$ cat config.mk
export PLATFORM = sky130hd
export DESIGN_NAME = spi_cmd_engine
export DESIGN_NICKNAME = d
export VERILOG_FILES = /design/src/rtl/gfx_cmd_pkg.sv /design/src/rtl/sync_rise.sv /design/src/rtl/spi_cmd_engine.sv
export SDC_FILE = /design/constraint.sdc
export NUM_CORES = 1
export LEC_CHECK = 0
export CORE_ASPECT_RATIO = 1.4
export CORE_MARGIN = 8
export CORE_UTILIZATION = 45
export DETAILED_ROUTE_END_ITERATION = 6
export GPL_ROUTABILITY_DRIVEN = 0
export PLACE_DENSITY = 0.66
export SYNTH_ARGS = -nofsm -noshare
export SYNTH_HDL_FRONTEND = slang
export SYNTH_SLANG_ARGS = --single-unit
$ cat constraint.sdc
create_clock -name clk -period 10.1 [get_ports clk]
set_input_delay 1.01 -clock clk [delete_from_list [all_inputs] [get_ports clk]]
set_output_delay 1.01 -clock clk [all_outputs]
set_load 0.005 [all_outputs]
$ cat src/rtl/gfx_cmd_pkg.sv
// Shared types and default parameters for the SPI graphics command engine.
package gfx_cmd_pkg;

    localparam int unsigned DEF_ADDR_W  = 10;
    localparam int unsigned DEF_DEPTH   = 640;
    localparam int unsigned DEF_STATE_W = 16;
    localparam int unsigned DEF_SCORE_W = 10;

    typedef enum logic [3:0] {
        OP_NOP       = 4'h0,
        OP_WRITE     = 4'h1,
        OP_SET_COLOR = 4'h2,
        OP_FILL      = 4'h3,
        OP_CLEAR     = 4'h4,
        OP_SET_SCORE = 4'h5,
        OP_SET_STATE = 4'h6
    } opcode_t;

    typedef logic [1:0] fsm_t;
    localparam fsm_t S_IDLE  = 2'd0;
    localparam fsm_t S_EXEC  = 2'd1;
    localparam fsm_t S_BURST = 2'd2;

    typedef struct packed {
        logic [7:0] command;
        logic [7:0] db1;
        logic [7:0] db2;
    } frame_t;

endpackage

$ cat src/rtl/sync_rise.sv
// Two-flop synchronizer for an asynchronous level plus rising-edge pulse.
module sync_rise (
    input  logic clk,
    input  logic reset,
    input  logic d,
    output logic rise_c
);

    logic s1, s2, s3;

    // Flops idle high so a held-high input after reset never looks like an edge.
    always_ff @(posedge clk or posedge reset) begin
        if (reset) begin
            s1 <= 1'b1;
            s2 <= 1'b1;
            s3 <= 1'b1;
        end else begin
            s1 <= d;
            s2 <= s1;
            s3 <= s2;
        end
    end

    assign rise_c = s2 & ~s3;

endmodule

$ cat src/rtl/spi_cmd_engine.sv
// Decodes SPI command frames into framebuffer writes, score and game-state updates.
module spi_cmd_engine
    import gfx_cmd_pkg::*;
#(
    parameter int unsigned ADDR_W  = DEF_ADDR_W,
    parameter int unsigned DEPTH   = DEF_DEPTH,
    parameter int unsigned STATE_W = DEF_STATE_W,
    parameter int unsigned SCORE_W = DEF_SCORE_W
) (
    input  logic               clk,
    input  logic               reset,
    input  logic               cs,
    input  logic [7:0]         command,
    input  logic [7:0]         databyte1,
    input  logic [7:0]         databyte2,
    output logic               we,
    output logic [ADDR_W-1:0]  waddr,
    output logic [7:0]         wdata,
    output logic [SCORE_W-1:0] score,
    output logic [STATE_W-1:0] state,
    output logic               busy,
    output logic               err
);

    logic   frame_done_c;
    frame_t frame_c;

    sync_rise u_sync (
        .clk    (clk),
        .reset  (reset),
        .d      (cs),
        .rise_c (frame_done_c)
    );

    assign frame_c = {command, databyte1, databyte2};

    fsm_t              fsm_q, fsm_d;
    frame_t            cur_q, cur_d, pend_q, pend_d;
    logic              pend_vld_q, pend_vld_d;
    logic [7:0]        color_q, color_d;
    logic [ADDR_W-1:0] baddr_q, baddr_d;
    logic [ADDR_W-1:0] cnt_q, cnt_d;
    logic              we_d, busy_d, err_d;
    logic [ADDR_W-1:0] waddr_d;
    logic [7:0]        wdata_d;
    logic [SCORE_W-1:0] score_d;
    logic [STATE_W-1:0] state_d;
    logic              take_pend, took_frame;

    opcode_t           op;
    logic [ADDR_W-1:0] cur_addr;
    logic              addr_ok;

    assign op       = opcode_t'(cur_q.command[7:4]);
    assign cur_addr = ADDR_W'({cur_q.command[3:0], cur_q.db1});
    assign addr_ok  = 32'(cur_addr) < DEPTH;

    function automatic logic [ADDR_W-1:0] wrap_inc(input logic [ADDR_W-1:0] a);
        return (32'(a) == DEPTH - 1) ? '0 : a + ADDR_W'(1);
    endfunction

    // Next-state and next-output logic; cnt counts writes still owed by the burst.
    always_comb begin
        fsm_d      = fsm_q;
        cur_d      = cur_q;
        pend_d     = pend_q;
        pend_vld_d = pend_vld_q;
        color_d    = color_q;
        baddr_d    = baddr_q;
        cnt_d      = cnt_q;
        we_d       = 1'b0;
        waddr_d    = waddr;
        wdata_d    = wdata;
        score_d    = score;
        state_d    = state;
        err_d      = err;
        take_pend  = 1'b0;
        took_frame = 1'b0;

        case (fsm_q)
            S_IDLE: begin
                if (pend_vld_q) begin
                    cur_d     = pend_q;
                    take_pend = 1'b1;
                    fsm_d     = S_EXEC;
                end else if (frame_done_c) begin
                    cur_d      = frame_c;
                    took_frame = 1'b1;
                    fsm_d      = S_EXEC;
                end
            end
            S_EXEC: begin
                fsm_d = S_IDLE;
                case (op)
                    OP_NOP: ;
                    OP_WRITE: begin
                        if (addr_ok) begin
                            we_d    = 1'b1;
                            waddr_d = cur_addr;
                            wdata_d = cur_q.db2;
                        end else begin
                            err_d = 1'b1;
                        end
                    end
                    OP_SET_COLOR: color_d = cur_q.db2;
                    OP_FILL: begin
                        if (addr_ok) begin
                            we_d    = 1'b1;
                            waddr_d = cur_addr;
                            wdata_d = color_q;
                            baddr_d = wrap_inc(cur_addr);
                            cnt_d   = ADDR_W'(cur_q.db2);
                            if (cur_q.db2 != 8'd0) fsm_d = S_BURST;
                        end else begin
                            err_d = 1'b1;
                        end
                    end
                    OP_CLEAR: begin
                        we_d    = 1'b1;
                        waddr_d = '0;
                        wdata_d = color_q;
                        baddr_d = wrap_inc('0);
                        cnt_d   = ADDR_W'(DEPTH - 1);
                        if (DEPTH > 1) fsm_d = S_BURST;
                    end
                    OP_SET_SCORE: score_d = SCORE_W'({cur_q.command[3:0], cur_q.db1});
                    OP_SET_STATE: state_d = STATE_W'({cur_q.db1, cur_q.db2});
                    default:      err_d   = 1'b1;
                endcase
            end
            S_BURST: begin
                we_d    = 1'b1;
                waddr_d = baddr_q;
                wdata_d = color_q;
                baddr_d = wrap_inc(baddr_q);
                cnt_d   = cnt_q - ADDR_W'(1);
                if (cnt_q == ADDR_W'(1)) fsm_d = S_IDLE;
            end
            default: fsm_d = S_IDLE;
        endcase

        // A pending frame runs straight after the current command, no idle cycle.
        if (fsm_q != S_IDLE && fsm_d == S_IDLE && pend_vld_q) begin
            cur_d     = pend_q;
            take_pend = 1'b1;
            fsm_d     = S_EXEC;
        end

        if (take_pend) pend_vld_d = 1'b0;

        if (frame_done_c && !took_frame) begin
            if (!pend_vld_q || take_pend) begin
                pend_d     = frame_c;
                pend_vld_d = 1'b1;
            end else begin
                err_d = 1'b1;
            end
        end

        busy_d = (fsm_d == S_BURST) || pend_vld_d;
    end

    always_ff @(posedge clk or posedge reset) begin
        if (reset) begin
            fsm_q      <= S_IDLE;
            cur_q      <= '0;
            pend_q     <= '0;
            pend_vld_q <= 1'b0;
            color_q    <= '0;
            baddr_q    <= '0;
            cnt_q      <= '0;
            we         <= 1'b0;
            waddr      <= '0;
            wdata      <= '0;
            score      <= '0;
            state      <= '0;
            busy       <= 1'b0;
            err        <= 1'b0;
        end else begin
            fsm_q      <= fsm_d;
            cur_q      <= cur_d;
            pend_q     <= pend_d;
            pend_vld_q <= pend_vld_d;
            color_q    <= color_d;
            baddr_q    <= baddr_d;
            cnt_q      <= cnt_d;
            we         <= we_d;
            waddr      <= waddr_d;
            wdata      <= wdata_d;
            score      <= score_d;
            state      <= state_d;
            busy       <= busy_d;
            err        <= err_d;
        end
    end

endmodule

Yosys cells after proc, flatten, opt, wreduce, memory -nomap -nowiden
Cells that the tools add are included.

Add/sub/neg operators: 3. $lt $le $gt $ge: 1. Equality and inequality tests: 18. Multiplexer cells: 44. Bitwise gates (word level): 2. Reduce and logical (&&, ||, !) cells: 25.

Operators by type and width (number): case mux 10 bit (2 select lines) (6); two-way mux 24 bit (4); two-way mux 10 bit (5); case mux 8 bit (3 select lines) (1); adder 10 x 1 -> 10 bit, second input constant (2); equality test 10 bit, second input constant (2); two-way mux 8 bit (2); case mux 8 bit (2 select lines) (1); two-way mux 1 bit (14); equality test 4 x 3 -> 1 bit, second input constant (3); two-way mux 2 bit (6); inequality test 3 bit, second input constant (4); equality test 10 x 1 -> 1 bit, second input constant (1); < comparator 10 bit, second input constant (1); AND reduction 2 bit (5); subtractor 10 x 1 -> 10 bit, second input constant (1); equality test 4 x 2 -> 1 bit, second input constant (2); nonzero test 8 bit (1); case mux 1 bit (2 select lines) (3); case mux 2 bit (3 select lines) (1); AND reduction 3 bit (2); nonzero test 2 bit (3); OR reduction 5 bit (1); equality test 2 bit, second input constant (2); 15 further kinds (20).

Bits in registers: 129. Input bits: 27. Output and inout bits: 47. Word-level logic and storage cells: 114.

Longest topological paths before layout
Gate-level depths: netlist (run 1).

Word-level depth: 13. Gate-level depth with buffers: 10.

Cells and area by module
From an unflattened synthesis (run 1), not the netlist that was laid out.

Cells, all modules: 518. Area total of the unflattened synthesis: 6187.2 µm².

Modules (own cells, without submodules): spi_cmd_engine (instances 1, cells each 513, area an instance 6090.8 µm², sequential area each 3052.9 µm²); sync_rise (instances 1, cells each 5, area an instance 96.3 µm², sequential area each 78.8 µm²).

Worst setup path after synthesis (run 1)
OpenSTA, ideal clock, no wires.

Path kind: reg-to-reg. Start point: reg cur_q[4] (netlist bit). End point: reg cur_q, in the netlist cur_addr[2]. Setup time: 0.125 ns. Arrival time: 2.066 ns. Data required time: 9.975 ns. Setup slack: 7.909 ns. Stages on the path, launching flop included: 8. Path buffers: 1. Clock period less this slack: 2.191 ns. Cell sequence: dfrtp_1 > or4_1 > o211ai_2 > a211o_4 > nand3_4 > a22oi_4 > buf_12 > mux2_4.

Cells in the longest elaborated chain, start to end: 10. Elaborated cells on any way between the ends: 12.

Ends and longest elaborated chain: from (decl) (RTL line spi_cmd_engine.sv:38) `frame_t cur_q, cur_d, pend_q, pend_d;`; from (signal assigned) (RTL line spi_cmd_engine.sv:181) `cur_q <= cur_d;`; nonzero test 8 bit (*) (RTL line spi_cmd_engine.sv:113) `if (cur_q.db2 != 8'd0) fsm_d = S_BURST;`; two-way mux 2 bit (*) (RTL line spi_cmd_engine.sv:113); two-way mux 2 bit (*) (RTL line spi_cmd_engine.sv:107) `if (addr_ok) begin`; case mux 2 bit (2 select lines) (*) (RTL line spi_cmd_engine.sv:94) `case (op)`; case mux 2 bit (3 select lines) (*) (RTL line spi_cmd_engine.sv:80) `case (fsm_q)`; logical NOT 2 bit (*) (RTL line spi_cmd_engine.sv:143) `if (fsm_q != S_IDLE && fsm_d == S_IDLE && pend_vld_q) begin`; logical AND 1 bit (*) (2 in series) (RTL line spi_cmd_engine.sv:143); nonzero test 3 bit (no line) or nonzero test 2 bit (tied branches); AND reduction 2 bit (no line).

Every way passes the cells marked *; elsewhere a longest branch is shown, timed or not. A chain may end at the register's enable or synchronous reset.

Final worst setup path (run 1)
Start point: reg fsm_q[0]. End point: reg cur_q[21] (netlist bit).

Cells in the longest elaborated chain, start to end: 8. Elaborated cells on any way between the ends: 15.

Ends and longest elaborated chain: from (decl) (RTL line spi_cmd_engine.sv:37) `fsm_t fsm_q, fsm_d;`; from (signal assigned) (RTL line spi_cmd_engine.sv:180) `fsm_q <= fsm_d;`; two-way mux 2 bit (RTL line spi_cmd_engine.sv:86) `end else if (frame_done_c) begin`; two-way mux 2 bit (RTL line spi_cmd_engine.sv:82) `if (pend_vld_q) begin`; case mux 2 bit (3 select lines) (RTL line spi_cmd_engine.sv:80); logical NOT 2 bit (RTL line spi_cmd_engine.sv:143); logical AND 1 bit (2 in series) (RTL line spi_cmd_engine.sv:143); nonzero test 3 bit (no line) or nonzero test 2 bit (tied branches); AND reduction 2 bit (no line).

Parallel ways exist; a longest one is shown, timed or not.

==> results.json, run 1 <==
{
  "outcome": "finished clean",
  "cts_buffers": 17,
  "cts.clk_slew.worst_paths_ns": 0.06,
  "max_freq_mhz": 306,
  "grt.total_usage_pct": 16.4,
  "post_cts_resized": 0,
  "grt_max_degree": 75,
  "fin_skew_ns": 0.00840,
  "fp-row-count": 51,
  "ys_ff_latch": 125,
  "ys_types": 64,
  "drv_slew": 0,
  "clock-sinks": 125,
  "clockBufferDepth": 2,
  "hpwl_um": 9840,
  "ios": 74,
  "fin_crit_sh_pct": 32.4,
  "htreeDepth": 4,
  "syn_inst": 525,
  "gr-total-overflow": 0,
  "grt_setup_unrepaired": "false",
  "finalPower_uw": 2760,
  "finish.utilization_pct": 55.8,
  "dpl_cell_area_um2": 7070,
  "maxCapViolations": 0,
  "wirelength_um": 14100,
  "cts_tree": "built",
  "gr-usage-met2_pct": 28.9,
  "ir_drop_mv": 0.144,
  "avgSynthCellArea_um2": 12.0,
  "cp_max_fo": 30,
  "crit_chain": "inv_1, ha_1, buf_4, inv_1, a31oi_1, o21ai_4, nand3_4, a22oi_4, mux2_2",
  "grt_pass1_wl_um": 23100,
  "ant_nets": 0,
  "slew_headroom_pct": 28.1,
  "drtPass1Iterations": 4,
  "final_cell_mix": "dfrtp_1, clkdlybuf4s50_1, mux2_2",
  "cp_data_arrival_time_ns": 3.57,
  "antenna_found_initial": 0,
  "port_buffers": 71,
  "startpoint_type": "register",
  "insertedDiodeCount": 0,
  "synth-edff-count": 0,
  "die_x_um": 116,
  "grt_pass1_vias": 4497,
  "hp-class": "reg -> reg",
  "syn-cell-area_um2": 6320,
  "met3_usage_pct": 3.12,
  "stdcell_area_um2": 7730,
  "die_h_um": 156,
  "cts_setup_buffers": 0,
  "crit_path_end_kind": "register",
  "syn_nets": 560,
  "fin_setup_tns_ns": 0,
  "top_usage_layer": "met2",
  "cellPowerDensity_nw_per_um2": 358,
  "die_area_um2": 18200,
  "clk_latency_ns": 0.41,
  "num_vias": 4278,
  "cpPeakStageDelay_ns": 0.84,
  "yosys_warnings": 0,
  "area_growth_pct": 22.2,
  "start_util_pct": 45.7,
  "drc_errors": 0,
  "avgRoutedWirePerCell_um": 17.9,
  "drt_iter0_drc": 146,
  "fin_nets": 627,
  "gr-usage-met1_pct": 18.7,
  "slowest_stage": "a22oi_4",
  "setup_violations": 0,
  "final_hold_viol_count": 0,
  "cp.required_ns": 10.39,
  "synth_seq_area_share_pct": 49.5,
  "p_leak_uw": 0.00340,
  "cts_root_buf": "clkbuf_16",
  "cpMostUsedCell": "inv_1",
  "tightest_slew_ns": 1.08,
  "holdBufCountCts": 0,
  "final_common_cell": "dfrtp_1",
  "async_flop_share_pct": 100,
  "worstSetupPathType": "reg -> reg",
  "avgViaCountPerCell": 5.42,
  "core-area_um2": 13800,
  "drive_gt1_share_pct": 24.8,
  "worst_hold_slack_ns": 0.363,
  "dominantRegCellSynth": "dfrtp_1",
  "period_needed_ns": 3.27
}
[where the power goes]
group | leakage (uW) | internal [uW] | total [uW] | switching [uW]
clock network | 0.000320 | 443 | 680 | 237
registers | 0.00153 | 741 | 997 | 256
logic | 0.00155 | 610 | 1090 | 477
total | 0.00340 | 1790 | 2760 | 970
[state kept, by name (all words and copies together), names as in the netlist]
signal,count
color_q,8
pend_q,22
wdata,8
u_sync.s3,1
u_sync.s1,1
waddr,10
fsm_q,2
cur_q,12
pend_vld_q,1
score,10
err,1
we,1
cur_addr,10
state,16
cnt_q,10
u_sync.s2,1
baddr_q,10
busy,1
[layer usage]
layer	part of all wire, %	routed length (um)
met1	42	5860
met2	53	7520
met3	2.8	395
met4	2.4	340
met5	0	0
[final timing paths]
kind                       slack, ns  depth (start not counted)               endpoint                start
min reg2reg                     0.36                          0    u_sync.s2$_DFF_PP1_  u_sync.s1$_DFF_PP1_
max                             6.83                          9  cur_q[21]$_DFFE_PP0P_   fsm_q[0]$_DFF_PP0_
max reg2reg                     6.83                          9  cur_q[21]$_DFFE_PP0P_   fsm_q[0]$_DFF_PP0_
min                             0.36                          0    u_sync.s2$_DFF_PP1_  u_sync.s1$_DFF_PP1_
min in group asynchronous       1.04                          2   wdata[0]$_DFFE_PP0P_                reset
max in group asynchronous       7.67                          3   state[8]$_DFFE_PP0P_                reset
[critical path, delay by kind of cell, from the launching register on]
kind,cells,cell delay [ns]
AOI/OAI and AO/OA,3,1.33
buffers and inverters,3,0.70
muxes,1,0.42
DFF,1,0.37
adders and majority gates,1,0.20
and+or+nand+nor,1,0.13
[stage by stage]
stage / worst slack [ns] / instances
6_report: 6.83 / 790
5_1_grt: 6.70 / 790
4_1_cts: 6.84 / 790
3_5_place_dp: 6.84 / 758
3_3_place_gp: 6.93 / 758
2_1_floorplan: 5.77 / 525
[synth_stat cells, types with 8 or more instances]
library cell  count  share of area (%)
dfrtp_1         122                 48
mux2_2           58                 10
nand2_1          46                2.7
o21ai_0          40                3.2
mux2_4           39                9.3
nor2_1           20                1.2
a21oi_1          19                1.5
inv_1            13               0.77
mux2i_1          13                2.1
and3_1           12                1.2
clkbuf_1         12               0.71
nand3_1          12               0.95
nor3_1           12               0.95
ha_1              8                1.6
[kinds of logic (layout without fill, tap and decap cells)]
| logic type | after synthesis | in the layout | synth area share, % |
|---|---|---|---|
| compound gates | 101 | 101 | 10.5 |
| xor+xnor | 8 | 8 | 1.11 |
| fa+ha+maj | 8 | 8 | 1.58 |
| buf+inv | 40 | 120 | 4.41 |
| flops | 125 | 125 | 49.5 |
| mux | 110 | 110 | 21.7 |
| simple gates | 133 | 133 | 11.2 |
[area by class of cell]
class                      count  area (um2)
multi-input combinational    360        2910
clock inverter                15         235
clock buffer                  17         425
inverter                      13        51.3
timing repair buffer          75         741
tap                          185         231
sequential                   125        3130
fill                        1168        6120
Note: power is estimated with default switching activity, not from simulation.
==> run 2, diff against run 1 <==
--- a/config.mk
+++ b/config.mk
@@ -10,7 +10,7 @@
 export CORE_UTILIZATION = 45
 export DETAILED_ROUTE_END_ITERATION = 6
 export GPL_ROUTABILITY_DRIVEN = 0
-export PLACE_DENSITY = 0.66
+export PLACE_DENSITY = 0.69
 export SYNTH_ARGS = -nofsm -noshare
 export SYNTH_HDL_FRONTEND = slang
 export SYNTH_SLANG_ARGS = --single-unit
==> constraint.sdc (replaced) <==
create_clock -name clk -period 2.9 [get_ports clk]
set_input_delay 0.29 -clock clk [delete_from_list [all_inputs] [get_ports clk]]
set_output_delay 0.29 -clock clk [all_outputs]
set_load 0.005 [all_outputs]
==> results.json, run 2 (synthesis results as in run 1) <==
{
  "cp_max_fo": 15,
  "die_h_um": 156,
  "hpwl_um": 9880,
  "wl_met1_um": 5700,
  "ant_nets": 0,
  "start_util_pct": 45.7,
  "final_cell_mix": "dfrtp_1, clkdlybuf4s50_1, mux2_2",
  "cts_tree": "built",
  "grt_pass1_wl_um": 23600,
  "p_leak_uw": 0.00342,
  "wl_met2_um": 7840,
  "crit_path_end_kind": "register",
  "routed.top_layer": "met4",
  "setup_violations": 0,
  "slew_headroom_pct": 36.1,
  "drive_gt1_share_pct": 25.9,
  "post_cts_resized": 0,
  "fin_setup_tns_ns": 0,
  "port_buffers": 71,
  "ios": 74,
  "cts_buffers": 17,
  "clock-sinks": 125,
  "ir_drop_mv": 0.559,
  "cp.required_ns": 3.20,
  "holdBufCountCts": 0,
  "reg2regPathDepth": 9,
  "drv_slew": 0,
  "hold_depth": 1,
  "final_cell_count_no_fill": 799,
  "final_common_cell": "dfrtp_1",
  "clockBufferDepth": 2,
  "die_x_um": 116,
  "maxCapViolations": 0,
  "fin_skew_ns": 0.00833,
  "dp.cells": 767,
  "grt_max_degree": 126,
  "top_register": "pend_q",
  "fillers": 1151,
  "clk_latency_ns": 0.41,
  "routed-wl-met3_um": 390,
  "max_freq_mhz": 405,
  "antenna_found_initial": 0,
  "worstSetupPathType": "reg -> reg",
  "drtPass1Iterations": 4,
  "startpoint_type": "register",
  "gr-total-overflow": 0,
  "drc_errors": 0,
  "insertedDiodeCount": 0,
  "cellPowerDensity_nw_per_um2": 1230,
  "num_vias": 4380,
  "fin_crit_sh_pct": 85.1,
  "final_hold_viol_count": 0,
  "fin_nets": 636,
  "wirelength_um": 14200,
  "fp-row-count": 51,
  "cts.clk_slew.worst_paths_ns": 0.06,
  "grt_setup_unrepaired": "false",
  "area_growth_pct": 23.0,
  "avgViaCountPerCell": 5.48,
  "die_area_um2": 18200,
  "core-area_um2": 13800,
  "cp_data_arrival_time_ns": 2.76,
  "grt_pass1_vias": 4668,
  "drt_iter0_drc": 223,
  "period_needed_ns": 2.47,
  "avgRoutedWirePerCell_um": 17.8,
  "cts_root_buf": "clkbuf_16",
  "outcome": "finished clean",
  "tightest_slew_ns": 0.951,
  "reg_top3": "pend_q: 22 flops, state: 16 flops, cur_q: 12 flops",
  "htreeDepth": 4,
  "hp-class": "in -> reg",
  "grt.total_usage_pct": 16.7,
  "cts_setup_buffers": 0,
  "largest_reg_flops": 22
}
-- run 2: cell types whose count changed in the layout (fill, tap and decap cells not counted) --
cell	delta
inv_4	-1
buf_4	+7
bufinv_16	-2
inv_8	-1
inv_6	+1
buf_12	+2
clkinvlp_4	+3
-- run 2: critical path, cell delays in order (launching register included) --
cell and delay [ns]:
dfrtp_1 0.39, inv_1 0.09, ha_1 0.14, nor4b_1 0.24, a31oi_1 0.28, o21ai_4 0.25, nand3_4 0.13, a22oi_4 0.15
buf_4 0.31, mux2_2 0.37
-- run 2: cell type report --
cell class / instances / area (um2) / area share [%]
Multi-Input combinational cell: 360 / 2910 / 37.5
Inverter: 13 / 52.6 / 0.676
Sequential cell: 125 / 3130 / 40.3
Timing Repair Buffer: 84 / 833 / 10.7
Clock inverter: 15 / 188 / 2.41
Clock buffer: 17 / 425 / 5.47
Tap cell: 185 / 231 / 2.98
-- run 2: metal layers --
metal  GRT usage (%)  vias to the layer above
li1                -                     2045
met1            18.3                     2222
met2            29.8                       90
met3            3.63                       23
met4            7.44                        0
met5               0                        -
-- run 2: final timing paths --
check | startpoint | end | slack [ns]
max reg2reg | cnt_q[1]$_DFFE_PP0P_ | cur_q[21]$_DFFE_PP0P_ | 0.43
max in group asynchronous | reset | baddr_q[6]$_DFFE_PP0P_ | 1.98
max | cnt_q[1]$_DFFE_PP0P_ | cur_q[21]$_DFFE_PP0P_ | 0.43
min in group asynchronous | reset | wdata[6]$_DFFE_PP0P_ | 0.39
min reg2reg | u_sync.s1$_DFF_PP1_ | u_sync.s2$_DFF_PP1_ | 0.35
min | cs | u_sync.s1$_DFF_PP1_ | 0.29
-- run 2: metrics by stage --
step	cell area (um2)	utilization, %	worst slack (ns)	hold slack (ns)	total power, uW
2_1_floorplan	6330	-	0.709	0.294	6040
3_3_place_gp	7160	51.7	0.493	0.347	7210
3_5_place_dp	7160	51.7	0.457	0.348	7370
4_1_cts	7770	56.1	0.432	0.272	9600
5_1_grt	7770	56.1	0.226	0.298	10100
6_report	7770	56.1	0.431	0.288	9540
-- run 2: power by group --
group | switching, uW | total, uW | internal [uW]
Sequential | 850 | 3430 | 2580
Combinational | 1740 | 3920 | 2180
Clock | 820 | 2180 | 1360
Total | 3410 | 9540 | 6130
==> run 3, diff against run 2 <==
--- a/config.mk
+++ b/config.mk
@@ -7,10 +7,10 @@
 export LEC_CHECK = 0
 export CORE_ASPECT_RATIO = 1.4
 export CORE_MARGIN = 8
-export CORE_UTILIZATION = 45
+export CORE_UTILIZATION = 51
 export DETAILED_ROUTE_END_ITERATION = 6
 export GPL_ROUTABILITY_DRIVEN = 0
-export PLACE_DENSITY = 0.69
+export PLACE_DENSITY = 0.77
 export SYNTH_ARGS = -nofsm -noshare
 export SYNTH_HDL_FRONTEND = slang
 export SYNTH_SLANG_ARGS = --single-unit
==> results.json, run 3 (synthesis results as in run 1) <==
{
  "outcome": "finished clean",
  "drt_iter0_drc": 264,
  "cts_setup_buffers": 0,
  "setup_violations": 0,
  "cp_max_fo": 15,
  "cp.required_ns": 3.19,
  "worstSetupPathType": "reg -> reg",
  "maxCapViolations": 0,
  "period_needed_ns": 2.51,
  "p_leak_uw": 0.00345,
  "routed.top_layer": "met4",
  "start_util_pct": 51.9,
  "combPwrFrac_pct": 40.9,
  "die_h_um": 148,
  "p_sw_uw": 3380,
  "cts_buffers": 17,
  "crit_end": "cur_q[22]$_DFFE_PP0P_",
  "reg2regPathDepth": 9,
  "crit_path_end_kind": "register",
  "cts.clk_slew.worst_paths_ns": 0.06,
  "avgViaCountPerCell": 5.75,
  "die_area_um2": 16300,
  "slew_headroom_pct": 31.8,
  "fin_setup_tns_ns": 0,
  "holdBufCountCts": 0,
  "drv_slew": 0,
  "slowest_stage": "dfrtp_1",
  "reg2reg_slack_ns": 0.39,
  "ios": 74,
  "startpoint_type": "register",
  "tightest_slew_ns": 1.02,
  "cellPowerDensity_nw_per_um2": 1250,
  "clk_latency_ns": 0.41,
  "wirelength_um": 14500,
  "cts_root_buf": "clkbuf_16",
  "insertedDiodeCount": 0,
  "core-area_um2": 12200,
  "ir_drop_mv": 0.751,
  "port_buffers": 71,
  "gr-total-overflow": 0,
  "switching_share_pct": 34.8,
  "cts_tree": "built",
  "fp-row-count": 48,
  "num_vias": 4395,
  "drtPass1Iterations": 4,
  "drive_gt1_share_pct": 25.7,
  "wl_met1_um": 5760,
  "hpwl_um": 10200,
  "cp_data_arrival_time_ns": 2.80,
  "fin_crit_sh_pct": 86.5,
  "area_growth_pct": 22.9,
  "fin_skew_ns": 0.00631,
  "clock-sinks": 125,
  "htreeDepth": 4,
  "routed-wl-met3_um": 514,
  "hp-class": "in -> async",
  "reg_top3": "pend_q: 22 flops, state: 16 flops, cur_q: 12 flops",
  "top_register": "pend_q",
  "intPower_uw": 6310,
  "grt.total_usage_pct": 19.2,
  "clockBufferDepth": 2,
  "ant_nets": 0,
  "grt_pass1_vias": 4730,
  "final_cell_count_no_fill": 765,
  "max_freq_mhz": 399,
  "antenna_found_initial": 0,
  "grt_setup_unrepaired": "false",
  "die_x_um": 110,
  "fin_nets": 638,
  "r2r_start": "cnt_q[1]$_DFFE_PP0P_",
  "wl_met2_um": 7940,
  "pwr-share-clk_pct": 23.7,
  "reg2reg_to": "cur_q[22]$_DFFE_PP0P_",
  "largest_reg_flops": 22,
  "dp.cells": 734,
  "worstSetupStartpoint": "cnt_q[1]$_DFFE_PP0P_",
  "pwr-share-seq_pct": 35.4,
  "final_common_cell": "dfrtp_1",
  "avgRoutedWirePerCell_um": 19.0,
  "grt_pass1_wl_um": 24500,
  "final_hold_viol_count": 0,
  "cpPeakStageDelay_ns": 0.39,
  "final_cell_mix": "dfrtp_1, clkdlybuf4s50_1, mux2_2",
  "drc_errors": 0,
  "grt_max_degree": 61,
  "crit_chain": "inv_1, ha_1, nor4b_1, a31oi_1, o21ai_4, nand3_4, a22oi_4, buf_4, mux2_2",
  "post_cts_resized": 0
}
## run 3: cell types whose count changed in the layout (fill, tap and decap cells not counted)
cell and change:
clkinv_4 -1, buf_4 +2, bufinv_16 +2, clkinv_2 +2
clkbuf_8 +1, clkinvlp_4 -3, clkbuf_1 +2, inv_6 -4
## run 3: final cells by class
cell class | instances | area [um2]
multi-input combinational | 360 | 2910
timing repair buffer | 86 | 848
clock buffer | 20 | 447
fill | 872 | 4420
sequential | 125 | 3130
tap | 150 | 188
inverter | 13 | 52.6
clock inverter | 11 | 191
## run 3: worst min path at each step
stage | from | to | depth (start not counted)
after floorplan | cs | u_sync.s1$_DFF_PP1_ | 0
after global placement | u_sync.s1$_DFF_PP1_ | u_sync.s2$_DFF_PP1_ | 0
after detailed placement | u_sync.s1$_DFF_PP1_ | u_sync.s2$_DFF_PP1_ | 0
after CTS | reset | waddr[7]$_DFFE_PP0P_ | 2
after global routing | reset | waddr[8]$_DFFE_PP0P_ | 2
final | reset | waddr[5]$_DFFE_PP0P_ | 2
## run 3: power by group through the flow
stage | logic, uW | clock network [uW] | registers (uW)
after floorplan | 2910 | 0 | 3120
after global placement | 3800 | 0 | 3380
after detailed placement | 3950 | 0 | 3430
after CTS | 3990 | 2330 | 3410
after global routing | 4350 | 2410 | 3540
final | 3960 | 2300 | 3430
## run 3: critical path: cells and delay by family, from the launching register on
| kind | cells | cell delay [ns] |
|---|---|---|
| fa+ha+maj | 1 | 0.14 |
| mux | 1 | 0.37 |
| simple gates | 2 | 0.38 |
| buf+inv | 2 | 0.41 |
| compound gates | 3 | 0.71 |
| flops | 1 | 0.39 |
## run 3: per-layer routing
| layer | global-route usage, % | vias up |
|---|---|---|
| met5 | 0 | - |
| met4 | 9.30 | 0 |
| met3 | 4.23 | 28 |
| met2 | 32.4 | 106 |
| met1 | 22.3 | 2207 |
| li1 | - | 2054 |
## run 3: per-stage QoR
stage	utilization (%)	worst slack [ns]	area (um2)	total power, uW	hold WS [ns]
2_1_floorplan	-	0.709	6330	6040	0.294
3_3_place_gp	58.5	0.499	7130	7180	0.347
3_5_place_dp	58.5	0.434	7130	7380	0.351
4_1_cts	63.7	0.401	7770	9730	0.232
5_1_grt	63.7	0.221	7770	10300	0.267
6_report	63.7	0.392	7770	9690	0.229
